`src/rtl/axi4r_burst_reader.sv`:
```
// AXI4 read master: splits a (start address, beat count) command into INCR bursts that
// respect MAX_BURST and 4 KB pages, and forwards R data as a zero-latency valid/ready stream.
module axi4r_burst_reader #(
  parameter int unsigned MAX_BURST = 16,
  parameter logic [3:0]  ID        = 4'd0
) (
  input  logic        clk,
  input  logic        rst,
  input  logic        cmd_valid,
  output logic        cmd_ready,
  input  logic [31:0] cmd_addr,
  input  logic [15:0] cmd_beats,
  input  logic        m_arready,
  output logic        m_arvalid,
  output logic [31:0] m_araddr,
  output logic [3:0]  m_arid,
  output logic [7:0]  m_arlen,
  output logic [2:0]  m_arsize,
  output logic [1:0]  m_arburst,
  output logic        m_rready,
  input  logic        m_rvalid,
  input  logic [1:0]  m_rresp,
  input  logic [63:0] m_rdata,
  input  logic        m_rlast,
  input  logic [3:0]  m_rid,
  output logic        out_valid,
  input  logic        out_ready,
  output logic [63:0] out_data,
  output logic        out_last,
  output logic        done,
  output logic        err,
  output logic [1:0]  dbg_state
);

  // Handshakes: a transfer happens on a rising edge where valid && ready; a source holds
  // its payload stable while valid is high and not yet accepted.
  typedef enum logic [1:0] {IDLE, ADDR, DATA, FIN} state_e;

  state_e      state_q, state_d;
  logic [31:0] addr_q, addr_d;
  logic [15:0] rem_q, rem_d;
  logic [8:0]  cnt_q, cnt_d;
  logic [8:0]  n_q, n_d;
  logic        err_q, err_d;
  logic        arvalid_q, arvalid_d;
  logic [31:0] araddr_q, araddr_d;
  logic [7:0]  arlen_q, arlen_d;
  logic [8:0]  nxt_n;
  logic        unused_rid;

  // Burst size: limited by beats left, MAX_BURST and the beats left in the 4 KB page.
  function automatic logic [8:0] burst_n(input logic [31:0] a, input logic [15:0] rem);
    logic [12:0] room;
    logic [15:0] n;
    room = (13'd4096 - {1'b0, a[11:0]}) >> 3;
    n = rem;
    if (n > 16'(MAX_BURST)) n = 16'(MAX_BURST);
    if ({3'b000, room} < n) n = {3'b000, room};
    return n[8:0];
  endfunction

  always_comb begin
    state_d   = state_q;
    addr_d    = addr_q;
    rem_d     = rem_q;
    cnt_d     = cnt_q;
    n_d       = n_q;
    err_d     = err_q;
    arvalid_d = arvalid_q;
    araddr_d  = araddr_q;
    arlen_d   = arlen_q;
    nxt_n     = '0;
    cmd_ready = 1'b0;
    m_rready  = 1'b0;
    out_valid = 1'b0;
    out_last  = 1'b0;
    done      = 1'b0;
    err       = 1'b0;
    case (state_q)
      IDLE: begin
        cmd_ready = 1'b1;
        err_d     = 1'b0;
        if (cmd_valid) begin
          if (cmd_beats == 16'd0) begin
            state_d = FIN;
          end else begin
            nxt_n     = burst_n(cmd_addr, cmd_beats);
            addr_d    = cmd_addr;
            rem_d     = cmd_beats;
            n_d       = nxt_n;
            araddr_d  = cmd_addr;
            arlen_d   = 8'(nxt_n - 9'd1);
            arvalid_d = 1'b1;
            state_d   = ADDR;
          end
        end
      end
      ADDR: begin
        if (m_arready) begin
          arvalid_d = 1'b0;
          cnt_d     = n_q;
          addr_d    = addr_q + {20'd0, n_q, 3'b000};
          rem_d     = rem_q - {7'd0, n_q};
          state_d   = DATA;
        end
      end
      DATA: begin
        out_valid = m_rvalid;
        m_rready  = out_ready;
        out_last  = m_rvalid && (cnt_q == 9'd1) && (rem_q == 16'd0);
        if (m_rvalid && out_ready) begin
          cnt_d = cnt_q - 9'd1;
          if (m_rresp != 2'b00) err_d = 1'b1;
          // The beat count, not m_rlast, decides where a burst ends; a disagreement is only flagged.
          if (m_rlast != (cnt_q == 9'd1)) err_d = 1'b1;
          if (cnt_q == 9'd1) begin
            if (rem_q != 16'd0) begin
              nxt_n     = burst_n(addr_q, rem_q);
              n_d       = nxt_n;
              araddr_d  = addr_q;
              arlen_d   = 8'(nxt_n - 9'd1);
              arvalid_d = 1'b1;
              state_d   = ADDR;
            end else begin
              state_d = FIN;
            end
          end
        end
      end
      FIN: begin
        done    = 1'b1;
        err     = err_q;
        state_d = IDLE;
      end
      default: state_d = IDLE;
    endcase
  end

  always_ff @(posedge clk or posedge rst) begin
    if (rst) begin
      state_q   <= IDLE;
      addr_q    <= '0;
      rem_q     <= '0;
      cnt_q     <= '0;
      n_q       <= '0;
      err_q     <= 1'b0;
      arvalid_q <= 1'b0;
      araddr_q  <= '0;
      arlen_q   <= '0;
    end else begin
      state_q   <= state_d;
      addr_q    <= addr_d;
      rem_q     <= rem_d;
      cnt_q     <= cnt_d;
      n_q       <= n_d;
      err_q     <= err_d;
      arvalid_q <= arvalid_d;
      araddr_q  <= araddr_d;
      arlen_q   <= arlen_d;
    end
  end

  assign m_arvalid  = arvalid_q;
  assign m_araddr   = araddr_q;
  assign m_arlen    = arlen_q;
  assign m_arid     = ID;
  assign m_arsize   = 3'd3;
  assign m_arburst  = 2'b01;
  assign out_data   = m_rdata;
  assign dbg_state  = state_q;
  assign unused_rid = ^m_rid;

endmodule

```
`config.mk`:
```
export PLATFORM = sky130hd
export DESIGN_NAME = axi4r_burst_reader
export DESIGN_NICKNAME = d
export VERILOG_FILES = /design/src/rtl/axi4r_burst_reader.sv
export SDC_FILE = /design/constraint.sdc
export NUM_CORES = 1
export LEC_CHECK = 0
export CAP_MARGIN = 0
export CORE_AREA = 2 2 153 155
export DETAILED_ROUTE_END_ITERATION = 6
export DIE_AREA = 0 0 155 157
export MAX_ROUTING_LAYER = met4
export PLACE_DENSITY = 0.62
export SETUP_SLACK_MARGIN = 0.02
export SLEW_MARGIN = 15
export SYNTH_ARGS = -nofsm -noshare
export SYNTH_HDL_FRONTEND = slang
export SYNTH_SLANG_ARGS = --single-unit
```
`constraint.sdc`:
```
create_clock -name clk -period 4.7 [get_ports clk]
set_clock_uncertainty 0.05 [all_clocks]
set_input_delay 0.94 -clock clk [delete_from_list [all_inputs] [get_ports clk]]
set_output_delay 0.94 -clock clk [all_outputs]
set_load 0.01 [all_outputs]
```
# ---- After elaboration in Yosys (flattened, before gate mapping)
# Index checks and enable logic that the tools add are counted.
dict set report classes {
  add_sub_neg 7
  order_cmp 4
  n_eq_ne 12
  mux 69
  n_reduce_logical 18
}
# cell count
set ops {}
lappend ops {{$mux 16} 12}
lappend ops {{$mux 32} 6}
lappend ops {{$mux 9} 16}
lappend ops {{$pmux 32 s2} 2}
lappend ops {{$mux 8} 5}
lappend ops {{$pmux 9 s2} 2}
lappend ops {{$add 32x12->32} 1}
lappend ops {{$gt 16x5->1 const B} 2}
lappend ops {{$logic_not 16->1} 2}
lappend ops {{$lt 10x16->1} 2}
lappend ops {{$pmux 16 s2} 1}
lappend ops {{$sub 13x12->13 const A} 2}
lappend ops {{$pmux 8 s2} 1}
lappend ops {{$reduce_bool 16->1} 1}
lappend ops {{$sub 16x9->16} 1}
lappend ops {{$sub 8x1->8 const B} 2}
lappend ops {{$mux 1} 15}
lappend ops {{$mux 2} 6}
lappend ops {{$ne 2x2->1 const B} 6}
lappend ops {{$eq 9x1->1 const B} 1}
lappend ops {{$sub 9x1->9 const B} 1}
lappend ops {{$pmux 2 s4} 1}
lappend ops {{$reduce_and 4->1} 2}
lappend ops {{$reduce_bool 2->1} 4}
lappend ops {{other kinds (12)} 16}
dict set report word_totals {
  regBits 110
  in_bits 125
  output_inout_bits 122
}

# ---- Depth between registers and ports, before layout
# Gate-level depths: netlist of the first run.
dict set report depth {
  depth_word 17
  depth_mapped 19
  depth_no_buf 18
}

# ---- Worst setup path before layout of the first run
# Ideal clock, no wire load.
dict set report synth_timing {
  kind {input -> register}
  startpoint {input port cmd_addr[2]}
  endpoint {register arlen_q[7], in the netlist m_arlen[7]}
  setup_ns 0.120
  arrival_time_ns 5.066
  required_time_ns 4.530
  slack_ns -0.536
  path_stages 16
  n_path_buf 1
  cell_sequence {or4_4 -> or3_4 -> or4_1 -> buf_2 -> nor2_1 -> xnor2_1 -> ha_1 -> nand4_1 -> or2_2 -> a31o_2 -> a21oi_1 -> mux2_2 -> o21ai_1 -> nand4b_1 -> nor4_1 -> and3b_1}
}
dict set report synth_between {
  elab_chain_cells 10
}
# element line_no
set synth_rtl {}
lappend synth_rtl {{from (decl)} 11} ;# input logic [31:0] cmd_addr,
lappend synth_rtl {{$sub 13x12->13 (*)} 55} ;# room = (13'd4096 - {1'b0, a[11:0]}) >> 3;
lappend synth_rtl {{$lt 10x16->1} 58} ;# if ({3'b000, room} < n) n = {3'b000, room};
lappend synth_rtl {{$mux 9 (*)} 58}
lappend synth_rtl {{$mux 9 (*)} 84} ;# if (cmd_beats == 16'd0) begin
lappend synth_rtl {{$mux 9 (*)} 83} ;# if (cmd_valid) begin
lappend synth_rtl {{$mux 9 (*)} 79} ;# case (state_q)
lappend synth_rtl {{$sub 8x1->8 (*)} 92} ;# arlen_d = 8'(nxt_n - 9'd1);
lappend synth_rtl {{$mux 8 (*)} 84}
lappend synth_rtl {{$mux 8 (*)} 83}
lappend synth_rtl {{$pmux 8 s2 (*)} 79}
lappend synth_rtl {{to (signal assigned)} 159} ;# arlen_q <= arlen_d;
lappend synth_rtl {{to (decl)} 47} ;# logic [7:0] arlen_q, arlen_d;
# Every way passes the cells marked *; elsewhere a longest branch is shown, timed or not. The select of a mux whose other input is x is not followed.
# A chain may end at the register's enable or synchronous reset.

# ---- Worst setup path after layout of the first run
dict set report layout_timing {
  startpoint {input port cmd_addr[2]}
  endpoint {register arlen_q[6], in the netlist m_arlen[6]}
}
# The elaborated chain is that of the path after synthesis.

==> summary.txt, run 1 <==
Run status
  – Status: finished with violations
  – Failing checks: negative setup slack

Power and ir drop
  – Combinational power share: 0.589
  – Pwr per Cell Area: 682 nW/um^2
  – Sw Ratio: 0.457
  – Internal power: about 3.6 mW
  – Worst vdd ir: 245 uV
  – Total power: approximately 6.5 mW
  – Static leakage power: roughly 4 nW
  – Switching power: approximately 3 mW
  – Clock share of power: 0.117
  – Flop pwr share: 0.295

Placement
  – Gpl congestion: a little over 0.9
  – Port Buffers: between 100 and 150
  – DP HPWL: ~17 mm
  – Inst Count DP: ~1300
  – Pre-CTS setup slack: -0.860 ns

Timing
  – Worst-margin pin slew: around 0.96 ns
  – Fin crit period: ~4.8 ns
  – Crit share post-route: 1.02
  – Slew Limit Fails: 0
  – Max Clk Rate: roughly 210 MHz
  – RSZ-0062 raised after global routing: true
  – Final setup vio count: 4
  – Fin. Hold Viols: 0
  – Final setup margin: -0.0710 ns
  – Worst slew margin: 0.362

Route
  – Post-DR vias/cell: ~5.4
  – WL final: ~23 mm
  – Detailed-route via count: 7318
  – Iter 0 DRT Violations: between 400 and 500
  – Remaining antenna violation count: 0
  – Wire per inst: between 15 and 20 um
  – Detailed Routing Iterations Pass 1: 6
  – Drc violations: 0

Floorplan
  – Chip Width: 155 um
  – Initial core utilization: 0.349
  – Num rows: 55
  – Die Height: about 160 um
  – Die area: about 24000 sq um
  – # IOs: ~250
  – Core area: around 23000 sq um

Global route
  – Vias in the first global route: 6982
  – Antenna violations before repair: 0
  – Largest net degree at the start of global routing: 67
  – GRT overflow: 0
  – First-pass GRT wire length: 37.3 mm
  – Total routing usage reported by global routing: 0.198

Clock tree
  – CTS tree: built
  – CTS Buf Count: 9
  – CTS H-tree depth: 3
  – CTS max path bufs: 2
  – Sink Count: 110
  – Clock root buffer: clkbuf_16
  – Clk_lat worst skew: 0.36 ns
  – Hold Buf Count CTS: 0
  – Clk pin slew, worst setup/hold paths: 0.07 ns

Cells and area
  – Commonest non-fill, non-tap cell in the layout: nand2_1
  – Filler cells: about 2200
  – Final net count: between 1000 and 1500
  – Share of post-route cells with drive strength above 1: 0.129
  – P&R area growth vs syn: 22.1%
  – Finished Layout Cells: 1354
  – Commonest cells after routing, fill and taps aside: nand2_1 (130), nor2_1 (122), dfrtp_1 (110), clkdlybuf4s50_1 (101), buf_4 (66)
  – Ant diodes: 0
  – Finished Core Util: 0.427

Yosys
  – Post-synthesis async set-or-reset flop share: 1.00
  – Cells after Synth: between 900 and 1000
  – Post-synth EDFFs: 0
  – Library cells used by synthesis: 73
  – Post-synthesis sequential area ratio: 0.350
  – Synth warn: 0
  – Synth Flop Type: dfrtp_1
  – Mean Syn Cell Area: approximately 8 sq um
  – Synthesized area: roughly 7900 sq um
  – #FFs+latches synth: 110

Setup path
  – Arrival time at the worst endpoint: between 4 and 5 ns
  – Startpoint Class: primary input
  – CP Capture Type: register
  – Reg-to-reg slack, setup: ~0.09 ns
  – CP Class: primary input to register
  – CP required: ~5 ns
  – CP max FO: 6

Job
  – MaxCap Viol Count: 0

Min path
  – HP Class: register to register
[synth_stat cells (4+ instances only)]
master / count / area, sq um
o211ai_1: 5 / 37.5
and3_1: 7 / 43.8
dfrtp_1: 110 / 2750
nor3_1: 25 / 125
o22ai_1: 15 / 93.8
nand2_1: 131 / 492
xor2_1: 9 / 78.8
xnor2_1: 13 / 114
o31ai_1: 4 / 30.0
buf_1: 7 / 26.3
nand2b_1: 6 / 37.5
a221oi_1: 4 / 35.0
a21oi_1: 55 / 275
mux2_2: 4 / 45.0
o21ai_0: 59 / 295
a31oi_1: 38 / 238
nor2_1: 128 / 480
nor4_1: 9 / 56.3
and2_1: 12 / 75.1
nand3_1: 19 / 95.1
or3_1: 9 / 56.3
a311oi_1: 8 / 70.1
or2_2: 5 / 31.3
nand4_1: 6 / 37.5
o21a_1: 6 / 45.0
a21boi_0: 9 / 67.6
clkbuf_1: 33 / 124
nor2b_1: 9 / 56.3
inv_1: 30 / 113
a21o_1: 6 / 45.0
buf_4: 73 / 548
a211oi_1: 19 / 143
a211o_1: 4 / 35.0
ha_1: 39 / 488
or4_1: 4 / 30.0
o311a_1: 4 / 40.0
[power by group through the flow]
stage               Clock [mW]  Combinational, mW  Sequential [mW]
floorplan                    0               2.50             1.86
finish                   0.763               3.85             1.93
global route             0.819               4.30             2.00
CTS                      0.776               3.78             1.93
detailed placement           0               3.74             1.94
global placement             0               3.69             1.93
[routing by layer]
metal	track usage	vias up	wire length (um)
met3	0.0306	37	1150
met2	0.306	222	10800
met4	0.0666	0	441
met5	-	-	0
li1	-	3551	-
met1	0.267	3508	11100
[flip-flops by register name (all words and copies together) (netlist names)]
name / cells
m_arlen: 8
n_q: 9
err_q: 1
rem_q: 16
dbg_state: 2
m_araddr: 32
cnt_q: 9
m_arvalid: 1
addr_q: 32
[area by class of cell]
cell class	count	area (sq um)	share of cell area
clock buffers	12	236	0.0246
multi-input cells	740	4520	0.471
clock inverters	4	47.5	0.00495
flip-flops and latches	110	2750	0.287
inverters	30	115	0.0120
repair buffers	173	1570	0.164
well taps	285	357	0.0371
[worst max-delay path: stages]
cell and delay [ns]:
buf_6 0.09, or4_4 0.54, or3_4 0.35, or4_4 0.56, nor2_4 0.13, xnor2_2 0.08
ha_1 0.31, nand4_1 0.11, or2_4 0.27, a31o_4 0.21, a21oi_4 0.16, mux2_4 0.33
mux2i_1 0.17, ha_2 0.23, inv_2 0.04, nor2_2 0.07, nand4_1 0.11, xor2_1 0.17
a21oi_1 0.07
[final timing paths]
kind	from	endpoint	depth (start not counted)
hold reg to reg	err_q	err_q	2
setup reg to reg	addr_q[0]	m_arlen[6]	18
hold / removal	err_q	err_q	2
setup / recovery	cmd_addr[2]	m_arlen[6]	19
min in group asynchronous	rst	m_araddr[2]	2
max in group asynchronous	rst	m_araddr[29]	3
[per-stage QoR]
step / TNS [ns] / hold WS (ns) / cell area (sq um)
after global placement: -9.42 / 0.425 / 9220
after global routing: -0.990 / 0.498 / 9600
final: -0.165 / 0.448 / 9600
after CTS: -0.0221 / 0.451 / 9540
after floorplan: 0 / 0.409 / 8020
after detailed placement: -10.47 / 0.436 / 9220
[cells by family (layout without fill, tap and decap cells)]
kind of cell | count (synthesis) | in the layout | share of synthesized area
compound gates | 262 | 262 | 0.213
xor+xnor | 23 | 23 | 0.0266
fa+ha+maj | 41 | 41 | 0.0672
buf+inv | 146 | 219 | 0.105
flops | 110 | 110 | 0.350
mux | 5 | 5 | 0.00700
other cells | 2 | 19 | 0.000955
simple gates | 390 | 390 | 0.230
[repair_timing]
item,CTS,global route
setup buffers,3,3
setup endpoints to repair,15,8
pin swaps,12,19
gates cloned,0,0
resized for setup,20,13
Power figures use the tool's default switching activity.
==> run 2, diff against run 1 <==
--- a/config.mk
+++ b/config.mk
@@ -11,6 +11,7 @@
 export DIE_AREA = 0 0 155 157
 export MAX_ROUTING_LAYER = met4
 export PLACE_DENSITY = 0.62
+export RECOVER_POWER = 25
 export SETUP_SLACK_MARGIN = 0.02
 export SLEW_MARGIN = 15
 export SYNTH_ARGS = -nofsm -noshare
==> run 2 against run 1 <==
Global-route usage unchanged. Die area is the same. Sequential share of layout area hardly changed. Cell area about the same. The flow finishes with violations (max-capacitance violations, max-slew violations, negative setup slack). Register-to-register slack about the same. Highest routed layer unchanged. Hold slack is the same. Clock power about the same. Sequential power is essentially flat. Critical path depth stayed put.
==> summary.txt, run 2 (synthesis gave the netlist of run 1 again) <==
Global route
  – First-pass GRT wire length: approximately 37 mm
  – GRT overflow: 0
  – Vias in the first global route: approximately 7000
  – Antenna violations before repair: 0
  – Total routing usage reported by global routing: 0.198
  – Largest net degree at the start of global routing: 67

Setup path
  – CP max FO: 6
  – CP Capture Type: register
  – RR Startpoint: addr_q[0]
  – CP required: 4.87 ns
  – Arrival time at the worst endpoint: between 4 and 5 ns
  – CP Class: primary input to register
  – Startpoint Class: primary input
  – Critical Path Source: cmd_addr[2]

Placement
  – Inst Count DP: between 1000 and 1500
  – DP HPWL: around 17 mm
  – Gpl congestion: 0.910
  – Port Buffers: roughly 110

Floorplan
  – # IOs: 247
  – Num rows: between 50 and 60
  – Core area: around 23000 sq um
  – Die Height: between 150 and 200 um
  – Chip Width: about 160 um
  – Initial core utilization: 0.349
  – Die area: roughly 24000 sq um

Power and ir drop
  – Switching power: 2.99 mW
  – Sw Ratio: 0.457
  – Flop pwr share: 0.295
  – Pwr per Cell Area: 682 nW/um^2
  – Static leakage power: 3.97 nW
  – Internal power: ~3.6 mW
  – Worst vdd ir: between 200 and 250 uV
  – Clock share of power: 0.117
  – Combinational power share: 0.589

Timing
  – Fin. Hold Viols: 0
  – Final setup vio count: 4
  – Worst-margin pin slew: around 2.7 ns
  – Worst slew margin: -0.813
  – Slew Limit Fails: between 60 and 70
  – Max Clk Rate: approximately 210 MHz
  – RSZ-0062 raised after global routing: true
  – Final setup margin: -0.0706 ns
  – Crit share post-route: 1.02
  – Fin crit period: around 4.8 ns

Clock tree
  – Hold Buf Count CTS: 0
  – CTS Buf Count: 9
  – Clock root buffer: clkbuf_16
  – CTS H-tree depth: 3
  – CTS tree: built
  – Sink Count: 110
  – Clk pin slew, worst setup/hold paths: around 0.070 ns
  – Clk_lat worst skew: 0.36 ns
  – CTS max path bufs: 2

Run status
  – Status: finished with violations
  – Failing checks: max-capacitance violations, max-slew violations, negative setup slack

Cells and area
  – Area of the multi-input gates: 4520 sq um
  – Ant diodes: 0
  – Final net count: approximately 1200
  – P&R area growth vs syn: 22.1%
  – Finished Core Util: 0.427
  – Filler cells: 2238
  – Commonest cells after routing, fill and taps aside: nand2_1 (130), nor2_1 (122), dfrtp_1 (110), clkdlybuf4s50_1 (100), buf_4 (66)
  – Commonest non-fill, non-tap cell in the layout: nand2_1
  – Reg area: around 2800 sq um
  – Finished Layout Cells: roughly 1400
  – Share of post-route cells with drive strength above 1: 0.128

Route
  – Drc violations: 0
  – Iter 0 DRT Violations: 462
  – WL final: around 23 mm
  – Detailed Routing Iterations Pass 1: 5
  – Wire per inst: 17.3 um
  – Remaining antenna violation count: 0
  – Detailed-route via count: ~7300
  – Post-DR vias/cell: 5.41

Min path
  – Hold Startpoint: err_q
  – HP Class: register to register

Job
  – MaxCap Viol Count: 1
## run 2: cell types whose count changed in the layout (fill, tap and decap cells not counted), sizes merged
cell	before	now
dlygate4sd3	0	1
clkdlybuf4s50	101	100
## run 2: timing repair
action	4_1_cts	5_1_grt
pin swaps	12	19
gates resized for setup	20	13
endpoints found under the setup margin	15	8
buffers inserted	3	3
## run 2: critical path: stages
cell and delay (ns):
buf_6 0.09, or4_4 0.54, or3_4 0.35, or4_4 0.56, nor2_4 0.13, xnor2_2 0.08, ha_1 0.31, nand4_1 0.11
or2_4 0.27, a31o_4 0.21, a21oi_4 0.16, mux2_4 0.33, mux2i_1 0.17, ha_2 0.23, inv_2 0.04, nor2_2 0.07
nand4_1 0.11, xor2_1 0.17, a21oi_1 0.07
## run 2: worst paths after layout
path / to / slack (ns) / cells after the start
max in group asynchronous: rem_q[4] / 1.08 / 2
setup / recovery: m_arlen[6] / -0.07 / 19
hold / removal: err_q / 0.45 / 2
setup reg to reg: m_arlen[6] / 0.09 / 18
min in group asynchronous: m_araddr[2] / 1.95 / 2
hold reg to reg: err_q / 0.45 / 2
## run 2: layer usage
| layer | up-vias | routed length (um) | global-route usage |
|---|---|---|---|
| met5 | - | 0 | - |
| met4 | 0 | 480 | 0.0666 |
| met3 | 37 | 1200 | 0.0306 |
| met2 | 226 | 10700 | 0.306 |
| met1 | 3507 | 11000 | 0.267 |
| li1 | 3551 | - | - |
## run 2: layout make-up
cell class | instances | share of cell area
Tap cell | 285 | 0.0371
Multi-Input combinational cell | 740 | 0.471
Clock buffer | 12 | 0.0246
Inverter | 30 | 0.0117
Timing Repair Buffer | 173 | 0.164
Clock inverter | 4 | 0.00495
Sequential cell | 110 | 0.287
## run 2: metrics by stage
step                      hold slack, ns  TNS [ns]  power [mW]  instance area [sq um]  setup slack, ns
after floorplan                    0.409         0        4.36                   8020            0.307
after global placement             0.425     -9.42        5.62                   9220           -0.841
after detailed placement           0.436    -10.47        5.68                   9220           -0.860
after CTS                          0.451   -0.0221        6.48                   9540          -0.0124
after global routing               0.498    -0.990        7.12                   9600           -0.202
final                              0.448    -0.164        6.54                   9600          -0.0706
## run 2: power groups by stage
stage               combinational [mW]  sequential [mW]  clock [mW]
finish                            3.85             1.93       0.763
global route                      4.30             2.00       0.819
CTS                               3.78             1.93       0.776
detailed placement                3.74             1.94           0
global placement                  3.69             1.93           0
floorplan                         2.50             1.86           0
==> run 3, diff against run 2 <==
--- a/config.mk
+++ b/config.mk
@@ -17,3 +17,4 @@
 export SYNTH_ARGS = -nofsm -noshare
 export SYNTH_HDL_FRONTEND = slang
 export SYNTH_SLANG_ARGS = --single-unit
+export TNS_END_PERCENT = 5
==> run 3 against run 2 <==
The flow still finishes with violations (max-capacitance violations, max-slew violations, negative setup slack). Routed wire length is 0.47% lower. Core utilization is 0.11 points lower. Hold slack hardly changed. Non-clock buffer count is 2 lower. Cell area down 0.25%. Final cell count decreased by 0.15%. Worst setup slack better by 0.0013 ns. Count of clock-buffer cells in the layout unchanged. Sequential power is essentially flat. Critical path type unchanged. Critical endpoint unchanged. Largest cell class unchanged.
==> summary.txt, run 3 (synthesis gave the netlist of run 1 again) <==
Timing
  – RSZ-0062 raised after global routing: true
  – Max Clk Rate: between 200 and 250 MHz
  – Worst slew margin: -0.819
  – Worst-margin pin slew: around 2.7 ns
  – Final setup vio count: 3
  – Fin. Hold Viols: 0
  – Crit share post-route: 1.01
  – Slew Limit Fails: 66
  – Fin crit period: roughly 4.8 ns
  – Final setup margin: -0.0693 ns

Clock tree
  – CTS max path bufs: 2
  – CTS tree: built
  – CTS H-tree depth: 3
  – CTS Buf Count: 9
  – Clk pin slew, worst setup/hold paths: 0.07 ns
  – Hold Buf Count CTS: 0
  – Sink Count: 110
  – Clock root buffer: clkbuf_16
  – Clk_lat worst skew: 0.36 ns

Cells and area
  – P&R area growth vs syn: 21.8%
  – Commonest cells after routing, fill and taps aside: nand2_1 (130), nor2_1 (122), dfrtp_1 (110), clkdlybuf4s50_1 (100), buf_4 (65)
  – Filler cells: approximately 2200
  – Post-route cell area: 9580 sq um
  – Final net count: 1228
  – Share of post-route cells with drive strength above 1: 0.126
  – Finished Layout Cells: about 1400
  – Ant diodes: 0
  – Commonest non-fill, non-tap cell in the layout: nand2_1

Setup path
  – Reg-to-reg slack, setup: 0.11 ns
  – Crit-path slowest cell: or4_4
  – CP Class: primary input to register
  – Critical Path Source: cmd_addr[2]
  – RR Startpoint: addr_q[0]
  – R2R cell count: 18
  – CP max FO: 6
  – CP Capture Type: register
  – CP cell instances: buf_6, or4_4, or3_4, or4_4, nor2_4, xnor2_2, ha_1, nand4_1, or2_4, a31o_4, a21oi_4, mux2_4, mux2i_1, ha_2, inv_2, nor2_2, nand4_1, xor2_1, a21oi_1
  – Arrival time at the worst endpoint: between 4 and 5 ns
  – CP required: between 4 and 5 ns
  – R2r endpoint: m_arlen[6]
  – Worst path max stage delay: 0.56 ns
  – End of the critical path: m_arlen[6]
  – Startpoint Class: primary input

Floorplan
  – Initial core utilization: 0.349
  – Die area: about 24000 sq um
  – # IOs: approximately 250
  – Num rows: 55
  – Die Height: ~160 um
  – Core area: 22500 sq um
  – Chip Width: roughly 160 um

Power and ir drop
  – Sw Ratio: 0.457
  – Worst vdd ir: roughly 250 uV
  – Pwr per Cell Area: 681 nW/um^2
  – Clock share of power: 0.117
  – Combinational power share: 0.587
  – Flop pwr share: 0.296
  – Internal power: between 3 and 4 mW
  – Static leakage power: 3.96 nW
  – Switching power: just under 3 mW

Placement
  – DP HPWL: between 15 and 20 mm
  – Pre-CTS setup slack: -0.860 ns
  – Inst Count DP: ~1300
  – Port Buffers: about 110
  – Gpl congestion: about 0.9
  – Placed cell areas: around 9200 sq um

Run status
  – Failing checks: max-capacitance violations, max-slew violations, negative setup slack
  – Status: finished with violations

Route
  – Remaining antenna violation count: 0
  – WL final: ~23 mm
  – Detailed Routing Iterations Pass 1: 5
  – Detailed-route via count: 7223
  – Iter 0 DRT Violations: 480
  – Post-DR vias/cell: 5.34
  – Drc violations: 0
  – Wire per inst: about 17 um

Global route
  – Antenna violations before repair: 0
  – GRT overflow: 0
  – Largest net degree at the start of global routing: between 60 and 70
  – Total routing usage reported by global routing: 0.198
  – Vias in the first global route: about 7000
  – First-pass GRT wire length: approximately 37 mm

Min path
  – HP Class: register to register

Job
  – MaxCap Viol Count: 1
[run 3: cell count changes in the layout (fill, tap and decap cells not counted), sizes merged]
cell | previous run | this run
buf | 71 | 69
[run 3: worst min-delay path by stage]
stage               startpoint       end  slack, ns  cells after the start
finish                   err_q     err_q       0.45                      2
detailed placement       err_q     err_q       0.44                      2
global route          cnt_q[7]  cnt_q[7]       0.50                      2
global placement         err_q     err_q       0.43                      2
CTS                      err_q     err_q       0.45                      2
floorplan                err_q     err_q       0.41                      2
[run 3: cell type report]
type	count	area, sq um	share of cell area
clock inverter	4	47.5	0.00497
inverter	30	113	0.0118
multi-input combinational	740	4520	0.472
timing repair buffer	171	1550	0.162
sequential	110	2750	0.287
tap	285	357	0.0372
clock buffer	12	236	0.0247
[run 3: repair_timing]
action / 4_1_cts / 5_1_grt
gates resized for setup: 20 / 10
buffers inserted: 3 / 1
endpoints found under the setup margin: 15 / 8
cloned: 0 / 0
pin swaps: 12 / 16
[run 3: per-layer routing]
metal / global-route usage / part of all wire
met1: 0.267 / 0.48
met2: 0.306 / 0.46
met3: 0.0306 / 0.038
met4: 0.0666 / 0.018
met5: - / 0
[run 3: metrics by stage]
step           power, mW  utilization  TNS (ns)  hold WS, ns
3_5_place_dp        5.68        0.410    -10.47        0.436
6_report            6.52        0.426   -0.0944        0.448
5_1_grt             7.10        0.426    -0.849        0.498
4_1_cts             6.48        0.424   -0.0221        0.451
2_1_floorplan       4.36            -         0        0.409
3_3_place_gp        5.62        0.410     -9.42        0.425
[run 3: worst max-delay path: cells and delay by family]
family	cells	cell delay, ns
AO/OA/AOI/OAI	3	0.44
XOR/XNOR	2	0.25
adder cells (fa/ha/maj)	2	0.53
multiplexers	2	0.50
buffers and inverters	2	0.13
AND/OR/NAND/NOR	8	2.12
[run 3: power by group through the flow]
stage | registers [mW] | clock network (mW) | logic, mW
detailed placement | 1.94 | 0 | 3.74
floorplan | 1.86 | 0 | 2.50
global placement | 1.93 | 0 | 3.69
global route | 2.00 | 0.819 | 4.28
CTS | 1.93 | 0.776 | 3.78
finish | 1.93 | 0.764 | 3.82
